### config.mk
export PLATFORM = sky130hd
export DESIGN_NAME = f_pc_unit
export DESIGN_NICKNAME = d
export VERILOG_FILES = /design/src/rtl/f_pc_unit.sv
export SDC_FILE = /design/constraint.sdc
export NUM_CORES = 1
export LEC_CHECK = 0
export BUFFER_PORTS_ARGS = -buffer_cell sky130_fd_sc_hd__buf_2
export CAP_MARGIN = 10
export CORE_MARGIN = 4
export CORE_UTILIZATION = 55
export DETAILED_ROUTE_END_ITERATION = 8
export GPL_TIMING_DRIVEN = 1
export PLACE_DENSITY = 0.87
export SYNTH_ARGS = -nofsm -noshare
export SYNTH_HDL_FRONTEND = slang
export SYNTH_SLANG_ARGS = --single-unit
export TNS_END_PERCENT = 1
### constraint.sdc
create_clock -name clk -period 6.3 [get_ports clk]
set_input_delay 1.26 -clock clk [delete_from_list [all_inputs] [get_ports clk]]
set_output_delay 1.26 -clock clk [all_outputs]
set_load 0.005 [all_outputs]
### src/rtl/f_pc_unit.sv
// f_pc_unit
// Fetch-stage program counter and next-PC selection for the five-stage MIPS
// pipeline. It takes redirect requests from the D stage (branch, j/jal,
// jr/jalr, eret) and from CP0 (exception/interrupt entry), and flags fetch
// address faults (AdEL).
//
// Ports
//   clk, reset     : rising-edge clock, synchronous active-high reset
//   stall          : D-stage hazard stall, holds the PC
//   req            : CP0 exception/interrupt request, overrides stall
//   D_eret         : D-stage instruction is eret
//   EPC            : eret return address
//   D_NPCOp        : 0 seq, 1 cond branch, 2 j/jal, 3 jr/jalr
//   D_b_jump       : branch condition outcome
//   D_PC           : PC of the D-stage instruction
//   D_imm16        : branch word offset
//   D_imm26        : jump index
//   D_rs           : forwarded rs for jr/jalr
//   F_PC           : current fetch address
//   F_ExcCode      : 0 none, 4 AdEL
//   F_BD           : instruction in F is a delay slot
//   FD_clr         : flush the F-D register on the next edge
module f_pc_unit #(
    parameter logic [31:0] PC_RESET  = 32'h0000_3000,
    parameter logic [31:0] EXC_ENTRY = 32'h0000_4180,
    parameter logic [31:0] IM_LO     = 32'h0000_3000,
    parameter logic [31:0] IM_HI     = 32'h0000_6ffc
) (
    input  logic        clk,
    input  logic        reset,
    input  logic        stall,
    input  logic        req,
    input  logic        D_eret,
    input  logic [31:0] EPC,
    input  logic [1:0]  D_NPCOp,
    input  logic        D_b_jump,
    input  logic [31:0] D_PC,
    input  logic [15:0] D_imm16,
    input  logic [25:0] D_imm26,
    input  logic [31:0] D_rs,
    output logic [31:0] F_PC,
    output logic [4:0]  F_ExcCode,
    output logic        F_BD,
    output logic        FD_clr
);

    localparam logic [4:0] EXC_NONE = 5'd0;
    localparam logic [4:0] EXC_ADEL = 5'd4;

    logic [31:0] pc_q;
    logic [31:0] pc_d;
    logic [31:0] pc_plus4;
    logic [31:0] br_target;
    logic [31:0] j_target;

    assign pc_plus4  = pc_q + 32'd4;
    // Branch target is relative to the delay slot (D_PC + 4).
    assign br_target = D_PC + 32'd4 + {{14{D_imm16[15]}}, D_imm16, 2'b00};
    assign j_target  = {D_PC[31:28], D_imm26, 2'b00};

    // Priority: req > stall > eret > D_NPCOp. Reset is handled in the flop.
    always_comb begin
        pc_d = pc_plus4;
        if (req) begin
            pc_d = EXC_ENTRY;
        end else if (stall) begin
            pc_d = pc_q;
        end else if (D_eret) begin
            pc_d = EPC;
        end else begin
            unique case (D_NPCOp)
                2'd1:    pc_d = D_b_jump ? br_target : pc_plus4;
                2'd2:    pc_d = j_target;
                2'd3:    pc_d = D_rs;
                default: pc_d = pc_plus4;
            endcase
        end
    end

    always_ff @(posedge clk) begin
        if (reset) begin
            pc_q <= PC_RESET;
        end else begin
            pc_q <= pc_d;
        end
    end

    assign F_PC = pc_q;

    // Bad targets are loaded anyway; the fault is only reported here.
    assign F_ExcCode = ((pc_q[1:0] != 2'b00) || (pc_q < IM_LO) || (pc_q > IM_HI))
                       ? EXC_ADEL : EXC_NONE;

    assign F_BD   = (D_NPCOp != 2'd0) && !D_eret;

    // eret has no delay slot, so the sequentially fetched instruction is squashed.
    assign FD_clr = D_eret && !stall && !req;

endmodule

==> impl_metrics.py, run 1 <==
metrics = {
    "clock_tree": {
        "cts_tree": "yes",
        "cts.sink_count": 32,
        "clockBufferDepth": 2,
        "clk_pin_slew_ns": 0.07,
        "cts_resized": 0,
        "cts_made_buffers": 5,
        "h-tree-depth": 2,
        "clock_latency_ns": 0.29,
        "cts-hold-fix-buffers": 0,
        "cts_setup_buffers": 0,
        "root_buffer": "clkbuf_8",
    },
    "logic_synthesis": {
        "synthCells": 703,
        "synthMuxAreaShare": 0.04939,
        "ys_seq_elements": 32,
        "synth_simple_gate_area_frac": 0.2021,
        "async_reset_ff_frac": 0,
        "synth_seq_area_share": 0.1228,
        "syn_avg_cell_area_um2": 7.424,
        "synthXorXnorAreaFrac": 0.07720,
        "syn-cell-area_um2": 5219,
        "synth_compound_area_frac": 0.3510,
        "yosysWarnings": 0,
        "synth_cell_type_count": 79,
        "synth_edf_count": 0,
        "synth_fa_ha_area_frac": 0.1429,
        "synth-main-ff-cell": "dfxtp_1",
        "synth_top_family_by_area": "compound AO/OA/AOI/OAI gates",
    },
    "finish": {
        "diodes": 0,
        "layout-drive-gt1-share": 0.2606,
        "ff_latch_area_um2": 640.6,
        "area_growth_pct": 20.00,
        "num-fill-cells": 812,
        "multi_input_area_um2": 4313,
        "nets": 1056,
        "largest_reg_flops": 30,
    },
    "critical_path": {
        "cp_common_cell": "buf_2",
        "cp_cell_sequence": "buf_2 > inv_1 > o21ai_0 > clkinv_1 > buf_2",
        "slowest_delay_ns": 0.78,
        "worstPathRequired_ns": 5.04,
        "crit_buf_inv": 4,
        "crit_slowest_cell": "clkinv_1",
        "start_kind": "input port",
        "cp.arrival_ns": 3.77,
        "worstPathMaxFanout": 44,
        "cp-end-kind": "primary output",
        "critical_path_class": "in -> out",
        "cp_top_family": "buffers and inverters",
    },
    "drt": {
        "finalWirelength_mm": 20.08,
        "drt_iter0_markers": 741,
        "vias_per_cell": 6.594,
        "ant_nets": 0,
        "route.detailed.drc": 0,
        "wl_per_cell_um": 20.46,
        "dr.pass1.iters": 8,
        "vias": 6469,
    },
    "floorplan": {
        "start_util": 0.5648,
        "die_w_um": 105.4,
        "core_region_area_um2": 9240,
        "die-area_um2": 11110,
        "die_h_um": 105.4,
        "io_pins": 185,
        "rows": 35,
    },
    "placement": {
        "portBuffers": 180,
        "pre_cts_slack_ns": 1.404,
        "dp_hpwl_mm": 15.40,
        "gp_congestion": 0.9645,
    },
    "sta": {
        "worst_slew_margin_rel": 0.2991,
        "hold_viol_final": 0,
        "skew_ns": 0.005464,
        "drv_slew": 0,
        "setup_tns_ns": 0,
        "fin_crit_ns": 5.031,
        "finalSetupViolations": 0,
        "fin_ws_ns": 1.269,
        "max_slew.worst_pin.slew_ns": 1.048,
        "min_period_over_period": 0.7986,
        "fmax_mhz": 198.8,
        "rsz0062_at_grt": "false",
    },
    "global_route": {
        "grt_max_degree": 45,
        "antenna_found_initial": 0,
        "first_global_vias": 6116,
        "grt_pass1_wl_mm": 31.09,
        "grt_overflow_total": 0,
        "grt_usage": 0.3414,
    },
    "pwr": {
        "power.density_nw_per_um2": 148.0,
        "leakagePower_nw": 2.850,
        "irDropWorstVdd_uv": 75.63,
        "power_mw": 0.9270,
    },
    "outcome": {
        "status": "finished clean",
    },
    "job": {
        "cap_violations": 0,
    },
    "worst_hold_path": {
        "worstHoldPathType": "reg -> reg",
    },
}
## kinds of logic after synthesis
family	Yosys count
AOI/OAI and AO/OA	258
and+or+nand+nor	213
buffers and inverters	69
adders and majority gates	59
xor gates and xnor gates	46
DFF	32
muxes	25
other	1
## worst reg2reg max path: cells and delay by family (launching register included)
kind,cells,cell delay [ns]
compound gates,3,0.75
flops,1,0.55
xor+xnor,1,0.20
simple gates,3,1.09
## Yosys cell counts (all sizes together), types with 4 or more instances
cell type   n  share of area
o21a        8          0.012
nor2       51          0.037
o21bai      6         0.0086
a31oi       7          0.011
a221oi     20          0.035
ha         58           0.14
inv        21          0.015
o22ai       6         0.0072
buf        10          0.012
mux2i      19          0.036
a21oi      55          0.053
clkbuf     37          0.027
a311oi      4         0.0067
nand3      16          0.016
nand2b      4         0.0048
xor2       21          0.035
and4        6          0.010
nand2      70          0.050
nor3       21          0.022
a221o       8          0.015
and3        8         0.0096
xnor2      25          0.042
o221ai     12          0.021
mux2        6          0.013
a211o       7          0.012
a21o        9          0.013
o21ai      48          0.046
o211ai     11          0.016
a211oi     18          0.027
nand4      15          0.019
dfxtp      32           0.12
a22oi       4         0.0058
nor4       11          0.016
## worst paths after layout
path,to,slack (ns),start,depth (start not counted)
worst max register to register,F_PC[27]$_SDFFE_PP0N_,3.58,F_PC[14]$_SDFFE_PP0P_,7
worst min-delay path,flop,0.59,flop,2
worst max-delay path,F_BD,1.27,D_eret,5
worst min register to register,flop,0.59,flop,2
## per-stage QoR
step                      cells  cell area (um^2)    util  hold slack (ns)
after global routing        981              6262  0.6777           0.5969
after detailed placement    973              6136  0.6640           0.5818
final                       981              6262  0.6777           0.5918
after floorplan             706              5230       -           0.5191
after global placement      973              6136  0.6640           0.5329
after CTS                   981              6262  0.6777           0.5895
## placed cells by master, fill, tap and decap left out, types with 11 or more instances in the layout
| cell | Yosys | final |
|---|---|---|
| mux2i_1 | 19 | 19 |
| a21oi_1 | 54 | 54 |
| o21ai_0 | 46 | 46 |
| xnor2_1 | 25 | 25 |
| ha_1 | 58 | 58 |
| o221ai_1 | 11 | 11 |
| nand4_1 | 14 | 14 |
| xor2_1 | 21 | 21 |
| nor2_1 | 51 | 51 |
| buf_2 | 0 | 180 |
| a221oi_1 | 19 | 19 |
| inv_1 | 20 | 20 |
| dfxtp_1 | 32 | 32 |
| nand3_1 | 15 | 15 |
| nand2_1 | 70 | 70 |
| nor3_1 | 19 | 18 |
| a211oi_1 | 17 | 17 |
| o211ai_1 | 11 | 11 |
## where the power goes
part / switching (mW) / leakage [nW] / internal (mW) / total (mW)
Sequential: 0.0218 / 0.263 / 0.213 / 0.235
Combinational: 0.277 / 2.52 / 0.190 / 0.467
Clock: 0.0860 / 0.0645 / 0.140 / 0.226
Total: 0.385 / 2.85 / 0.542 / 0.927
## layout make-up
| cell class | instances | area share |
|---|---|---|
| Multi-Input combinational cell | 605 | 0.6887 |
| Timing Repair Buffer | 185 | 0.1499 |
| Sequential cell | 32 | 0.1023 |
| Tap cell | 129 | 0.02577 |
| Clock buffer | 7 | 0.01538 |
| Inverter | 22 | 0.01319 |
| Clock inverter | 1 | 0.004795 |
## routing by layer
layer	routed length (um)	share of wire	GRT usage
met1	8023	0.40	0.4479
met2	9326	0.46	0.5519
met3	2359	0.12	0.08757
met4	366	0.018	0.09653
met5	0	0	0
Note: power is estimated with default switching activity, not from simulation.
==> run 2, diff against run 1 <==
CORE_UTILIZATION = 47   (was 55)
PLACE_DENSITY = 0.79   (was 0.87)
clock period = 4.2 ns   (was 6.3 ns; I/O delays follow)
==> impl_metrics.py, run 2 (same netlist as run 1, synthesis figures left out) <==
metrics = {
    "drt": {
        "drt_iter0_markers": 797,
        "wl_per_cell_um": 19.04,
        "vias_per_cell": 6.439,
        "finalWirelength_mm": 19.02,
        "vias": 6433,
        "dr.pass1.iters": 7,
        "route.detailed.drc": 0,
        "ant_nets": 0,
    },
    "clock_tree": {
        "clock_latency_ns": 0.30,
        "cts-hold-fix-buffers": 0,
        "root_buffer": "clkbuf_8",
        "cts.sink_count": 32,
        "cts_tree": "yes",
        "clockBufferDepth": 2,
        "h-tree-depth": 2,
        "clk_pin_slew_ns": 0.09,
        "cts_resized": 0,
        "cts_setup_buffers": 0,
        "cts_made_buffers": 5,
    },
    "worst_hold_path": {
        "min_from": "F_PC[6]$_SDFFE_PP0N_",
        "min_path_cells": 2,
        "worstHoldPathType": "reg -> reg",
        "worstHoldEndpoint": "F_PC[6]$_SDFFE_PP0N_",
    },
    "critical_path": {
        "reg2reg_from": "F_PC[14]$_SDFFE_PP0P_",
        "reg2reg_setup_slack_ns": 1.59,
        "start_kind": "input port",
        "cp.arrival_ns": 3.58,
        "worstPathMaxFanout": 4,
        "r2r_end": "F_PC[27]$_SDFFE_PP0N_",
        "critical_path_class": "in -> reg",
        "startpoint": "D_PC[3]",
        "cp-end-kind": "flop",
        "r2r_cells": 7,
        "worstPathRequired_ns": 4.35,
    },
    "floorplan": {
        "start_util": 0.4814,
        "rows": 38,
        "die_w_um": 113.4,
        "die-area_um2": 12850,
        "io_pins": 185,
        "core_region_area_um2": 10840,
        "die_h_um": 113.4,
    },
    "pwr": {
        "power.density_nw_per_um2": 215.5,
        "irDropWorstVdd_uv": 176.5,
        "leakagePower_nw": 2.874,
    },
    "outcome": {
        "status": "finished clean",
    },
    "finish": {
        "largest_reg_flops": 30,
        "final_cell_mix": "180 x buf_2, 70 x nand2_1, 58 x ha_1",
        "area_growth_pct": 20.98,
        "final_area_um2": 6314,
        "diodes": 0,
        "layout-drive-gt1-share": 0.2666,
        "nets": 1063,
        "final_common_cell": "buf_2",
    },
    "sta": {
        "holdWs_ns": 0.5452,
        "finalSetupViolations": 0,
        "rsz0062_at_grt": "false",
        "fin_crit_ns": 3.429,
        "worst_slew_margin_rel": 0.2565,
        "min_period_over_period": 0.8164,
        "hold_viol_final": 0,
        "fmax_mhz": 291.6,
        "skew_ns": 0.01736,
        "fin_ws_ns": 0.7710,
        "drv_slew": 0,
        "max_slew.worst_pin.slew_ns": 1.111,
        "setup_tns_ns": 0,
    },
    "placement": {
        "dp_hpwl_mm": 14.76,
        "gp_congestion": 0.9157,
        "pre_cts_slack_ns": 0.4856,
        "portBuffers": 180,
        "placed_area_um2": 6202,
    },
    "job": {
        "cap_violations": 0,
    },
    "global_route": {
        "antenna_found_initial": 0,
        "grt_max_degree": 31,
        "grt_pass1_wl_mm": 29.60,
        "grt_overflow_total": 0,
        "grt_usage": 0.2820,
        "first_global_vias": 5783,
    },
}
==> run 2: cell types whose count changed in the layout (fill, tap and decap cells not counted), sizes merged <==
cell | before | now
buf | 185 | 192
clkbuf | 7 | 5
clkinv | 1 | 2
clkinvlp | 0 | 1
==> run 2: worst max-delay path by stage <==
| stage | endpoint | slack [ns] | cells past startpoint |
|---|---|---|---|
| after floorplan | F_PC[25]$_SDFFE_PP0N_ | 0.88 | 10 |
| after global placement | F_PC[27]$_SDFFE_PP0N_ | 0.56 | 11 |
| after global routing | F_PC[27]$_SDFFE_PP0N_ | 0.53 | 11 |
| after detailed placement | F_PC[27]$_SDFFE_PP0N_ | 0.49 | 11 |
| final | F_PC[27]$_SDFFE_PP0N_ | 0.77 | 11 |
| after CTS | F_PC[27]$_SDFFE_PP0N_ | 0.76 | 11 |
==> run 2: where the power goes <==
group / switching [mW] / internal (mW)
sequential: 0.0306 / 0.319
combinational: 0.403 / 0.289
clock: 0.144 / 0.176
total: 0.577 / 0.784
==> run 2: critical path, stage by stage <==
cell	delay [ns]
buf_2	0.10
ha_1	0.28
ha_1	0.24
fa_1	0.41
a21o_1	0.22
a221oi_1	0.27
o21ai_0	0.24
a21o_1	0.28
a311oi_1	0.34
mux2i_1	0.25
o22ai_1	0.11
==> run 2: area by class of cell <==
class | instances | area [um^2]
inverter | 22 | 82.58
tap | 140 | 175.2
sequential | 32 | 640.6
fill | 1043 | 4527
timing repair buffer | 192 | 991.0
multi-input combinational | 605 | 4313
clock buffer | 5 | 68.82
clock inverter | 3 | 42.54
==> run 2: layer usage <==
layer | part of all wire | vias up | GRT usage
li1 | - | 3034 | -
met5 | 0 | - | 0
met4 | 0.030 | 0 | 0.09696
met3 | 0.12 | 51 | 0.04297
met2 | 0.44 | 419 | 0.4423
met1 | 0.41 | 2929 | 0.3945
==> run 2: through the flow <==
stage	cells	utilization	power, mW
after floorplan	706	-	0.8013
after global placement	991	0.5721	1.025
after detailed placement	991	0.5721	1.030
after CTS	999	0.5824	1.342
after global routing	999	0.5824	1.442
final	999	0.5824	1.361
==> run 3, diff against run 2 <==
ABC_AREA = 1   (was unset)
CORE_UTILIZATION = 54   (was 47)
PLACE_DENSITY = 0.84   (was 0.79)
clock period = 3.45 ns   (was 4.2 ns; I/O delays follow)
==> impl_metrics.py, run 3 <==
metrics = {
    "global_route": {
        "antenna_found_initial": 0,
        "grt_usage": 0.3384,
        "grt_max_degree": 35,
        "grt_overflow_total": 0,
        "first_global_vias": 7137,
        "grt_pass1_wl_mm": 35.37,
    },
    "placement": {
        "gp_congestion": 0.9882,
        "dp.cells": 1410,
        "placed_area_um2": 6947,
        "dp_hpwl_mm": 18.34,
        "portBuffers": 180,
    },
    "critical_path": {
        "cp_cell_sequence": "buf_2 > ha_1 > ha_1 > nand2_1 > nand3_1 > nand2_1 > nand2_1 > nor2_1 > o21ai_0 > nand3_1 > nand3_1 > nand3_1 > a21oi_1",
        "cp_common_cell": "nand3_1",
        "cp-end-kind": "flop",
        "start_kind": "input port",
        "critical_path_class": "in -> reg",
        "r2r_end": "F_PC[16]$_SDFFE_PP0N_",
        "crit_buf_inv": 1,
        "crit_slowest_cell": "o21ai_0",
        "reg2reg_setup_slack_ns": 1.17,
        "reg2reg_from": "F_PC[2]$_SDFFE_PP0N_",
        "r2r_cells": 12,
        "slowest_delay_ns": 0.45,
        "worstPathRequired_ns": 3.67,
        "cp_top_family": "simple AND/OR/NAND/NOR gates",
        "worstPathMaxFanout": 7,
        "cp.arrival_ns": 2.98,
    },
    "sta": {
        "skew_ns": 0.009184,
        "setup_tns_ns": 0,
        "fin_crit_ns": 2.763,
        "hold_viol_final": 0,
        "holdWs_ns": 0.5857,
        "max_slew.worst_pin.slew_ns": 1.061,
        "finalSetupViolations": 0,
        "min_period_over_period": 0.8009,
        "worst_slew_margin_rel": 0.2919,
        "drv_slew": 0,
        "rsz0062_at_grt": "false",
        "fmax_mhz": 361.9,
    },
    "logic_synthesis": {
        "yosysMostFrequentCell": "nand2_1",
        "yosysWarnings": 0,
        "syn_avg_cell_area_um2": 5.370,
        "synthXorXnorAreaFrac": 0.02777,
        "synth_top_cell_by_area": "nand2_1",
        "synth_edf_count": 0,
        "synth-main-ff-cell": "dfxtp_1",
        "synth_compound_area_frac": 0.1875,
        "synthCells": 1116,
        "synth_fa_ha_area_frac": 0.1244,
        "syn-cell-area_um2": 5993,
        "synth_simple_gate_area_frac": 0.4129,
        "async_reset_ff_frac": 0,
        "synth_top_area_frac": 0.2342,
        "ys_seq_elements": 32,
        "synth_seq_area_share": 0.1069,
        "netlist_top_cells_count": "374 x nand2_1, 171 x inv_1, 106 x nor2_1, 92 x a21oi_1, 75 x nand3_1",
        "synth_area_leaders": "nand2_1 23%, ha_1 12%, inv_1 11%",
        "synth_cell_type_count": 48,
        "synth_top_family_by_area": "simple AND/OR/NAND/NOR gates",
        "synthMuxAreaShare": 0,
    },
    "pwr": {
        "sequentialPowerShare": 0.267,
        "p_switching_mw": 0.7335,
        "switching_share": 0.4630,
        "p_clk_frac": 0.180,
        "leakagePower_nw": 4.017,
        "irDropWorstVdd_uv": 136.0,
        "power_mw": 1.584,
        "combPwrFrac": 0.553,
        "power.density_nw_per_um2": 225.4,
        "p_int_mw": 0.8508,
    },
    "finish": {
        "multi_input_area_um2": 4528,
        "layout-drive-gt1-share": 0.1707,
        "nets": 1482,
        "diodes": 0,
        "largest_reg_flops": 30,
        "final_area_um2": 7028,
        "fin_cells": 1417,
        "final_cell_mix": "374 x nand2_1, 180 x buf_2, 171 x inv_1",
        "area_growth_pct": 17.27,
        "ff_latch_area_um2": 640.6,
        "num-fill-cells": 1136,
        "final_common_cell": "nand2_1",
    },
    "clock_tree": {
        "root_buffer": "clkbuf_8",
        "cts_made_buffers": 5,
        "clk_pin_slew_ns": 0.07,
        "h-tree-depth": 2,
        "cts_resized": 0,
        "clockBufferDepth": 2,
        "cts_setup_buffers": 0,
        "cts-hold-fix-buffers": 0,
        "cts_tree": "yes",
        "clock_latency_ns": 0.29,
        "cts.sink_count": 32,
    },
    "floorplan": {
        "die_h_um": 113.4,
        "start_util": 0.5529,
        "io_pins": 185,
        "core_region_area_um2": 10840,
        "die-area_um2": 12850,
        "rows": 38,
        "die_w_um": 113.4,
    },
    "worst_hold_path": {
        "worstHoldPathType": "reg -> reg",
        "worstHoldEndpoint": "F_PC[13]$_SDFFE_PP1P_",
        "min_from": "F_PC[13]$_SDFFE_PP1P_",
        "min_path_cells": 2,
    },
    "drt": {
        "ant_nets": 0,
        "vias_per_cell": 5.523,
        "dr.pass1.iters": 7,
        "wl_per_cell_um": 15.74,
        "route.detailed.drc": 0,
        "vias": 7826,
        "finalWirelength_mm": 22.30,
        "drt_iter0_markers": 856,
    },
    "job": {
        "cap_violations": 0,
    },
    "outcome": {
        "status": "finished clean",
    },
}
[run 3: final cells by class]
cell class,count,share of cell area
clock buffer,5,0.009792
clock inverter,2,0.001780
inverter,175,0.09347
multi-input combinational,877,0.6443
sequential,32,0.09115
tap,140,0.02492
timing repair buffer,186,0.1346
[run 3: worst register-to-register path, delay by kind of cell, from the launching register on]
kind | cells | cell delay [ns]
simple gates | 9 | 1.11
flops | 1 | 0.52
xor+xnor | 1 | 0.28
fa+ha+maj | 1 | 0.25
compound gates | 1 | 0.06
[run 3: worst max path at each step]
stage	endpoint	cells past startpoint	slack, ns	from
global route	F_PC[23]$_SDFFE_PP0N_	16	0.45	D_PC[3]
detailed placement	F_PC[18]$_SDFFE_PP0N_	13	0.44	D_imm16[15]
global placement	F_PC[18]$_SDFFE_PP0N_	13	0.44	D_imm16[15]
finish	F_PC[8]$_SDFFE_PP0P_	13	0.69	D_PC[5]
CTS	F_PC[18]$_SDFFE_PP0N_	13	0.74	D_imm16[15]
floorplan	F_PC[23]$_SDFFE_PP0N_	15	0.82	D_PC[3]
[run 3: layer usage]
layer  GRT usage  up-vias  part of all wire  wire length [um]
met2      0.5707      426              0.46             10260
met3     0.03690       44             0.092              2059
met5           0        -                 0                 0
met4     0.09856        0             0.027               609
met1      0.4554     3460              0.42              9372
li1            -     3896                 -                 -
[run 3: cells by family (layout without fill, tap and decap cells)]
logic type               count (synthesis)  in the layout
AND/OR/NAND/NOR                        596            596
XOR/XNOR                                19             19
AO/OA/AOI/OAI                          199            199
flip-flops                              32             32
other                                    1              4
buffers and inverters                  210            368
adder cells (fa/ha/maj)                 59             59
[run 3: stage by stage]
step | util | setup WS [ns]
global route | 0.6483 | 0.4512
finish | 0.6483 | 0.6868
global placement | 0.6408 | 0.4433
floorplan | - | 0.8205
detailed placement | 0.6408 | 0.4438
CTS | 0.6483 | 0.7436
[run 3: power by group through the flow]
stage                     clock, mW  combinational, mW  sequential, mW
after CTS                     0.284              0.861           0.422
after global placement            0              0.844           0.430
after detailed placement          0              0.856           0.430
after floorplan                   0              0.578           0.420
after global routing          0.304              0.989           0.425
final                         0.286              0.876           0.423
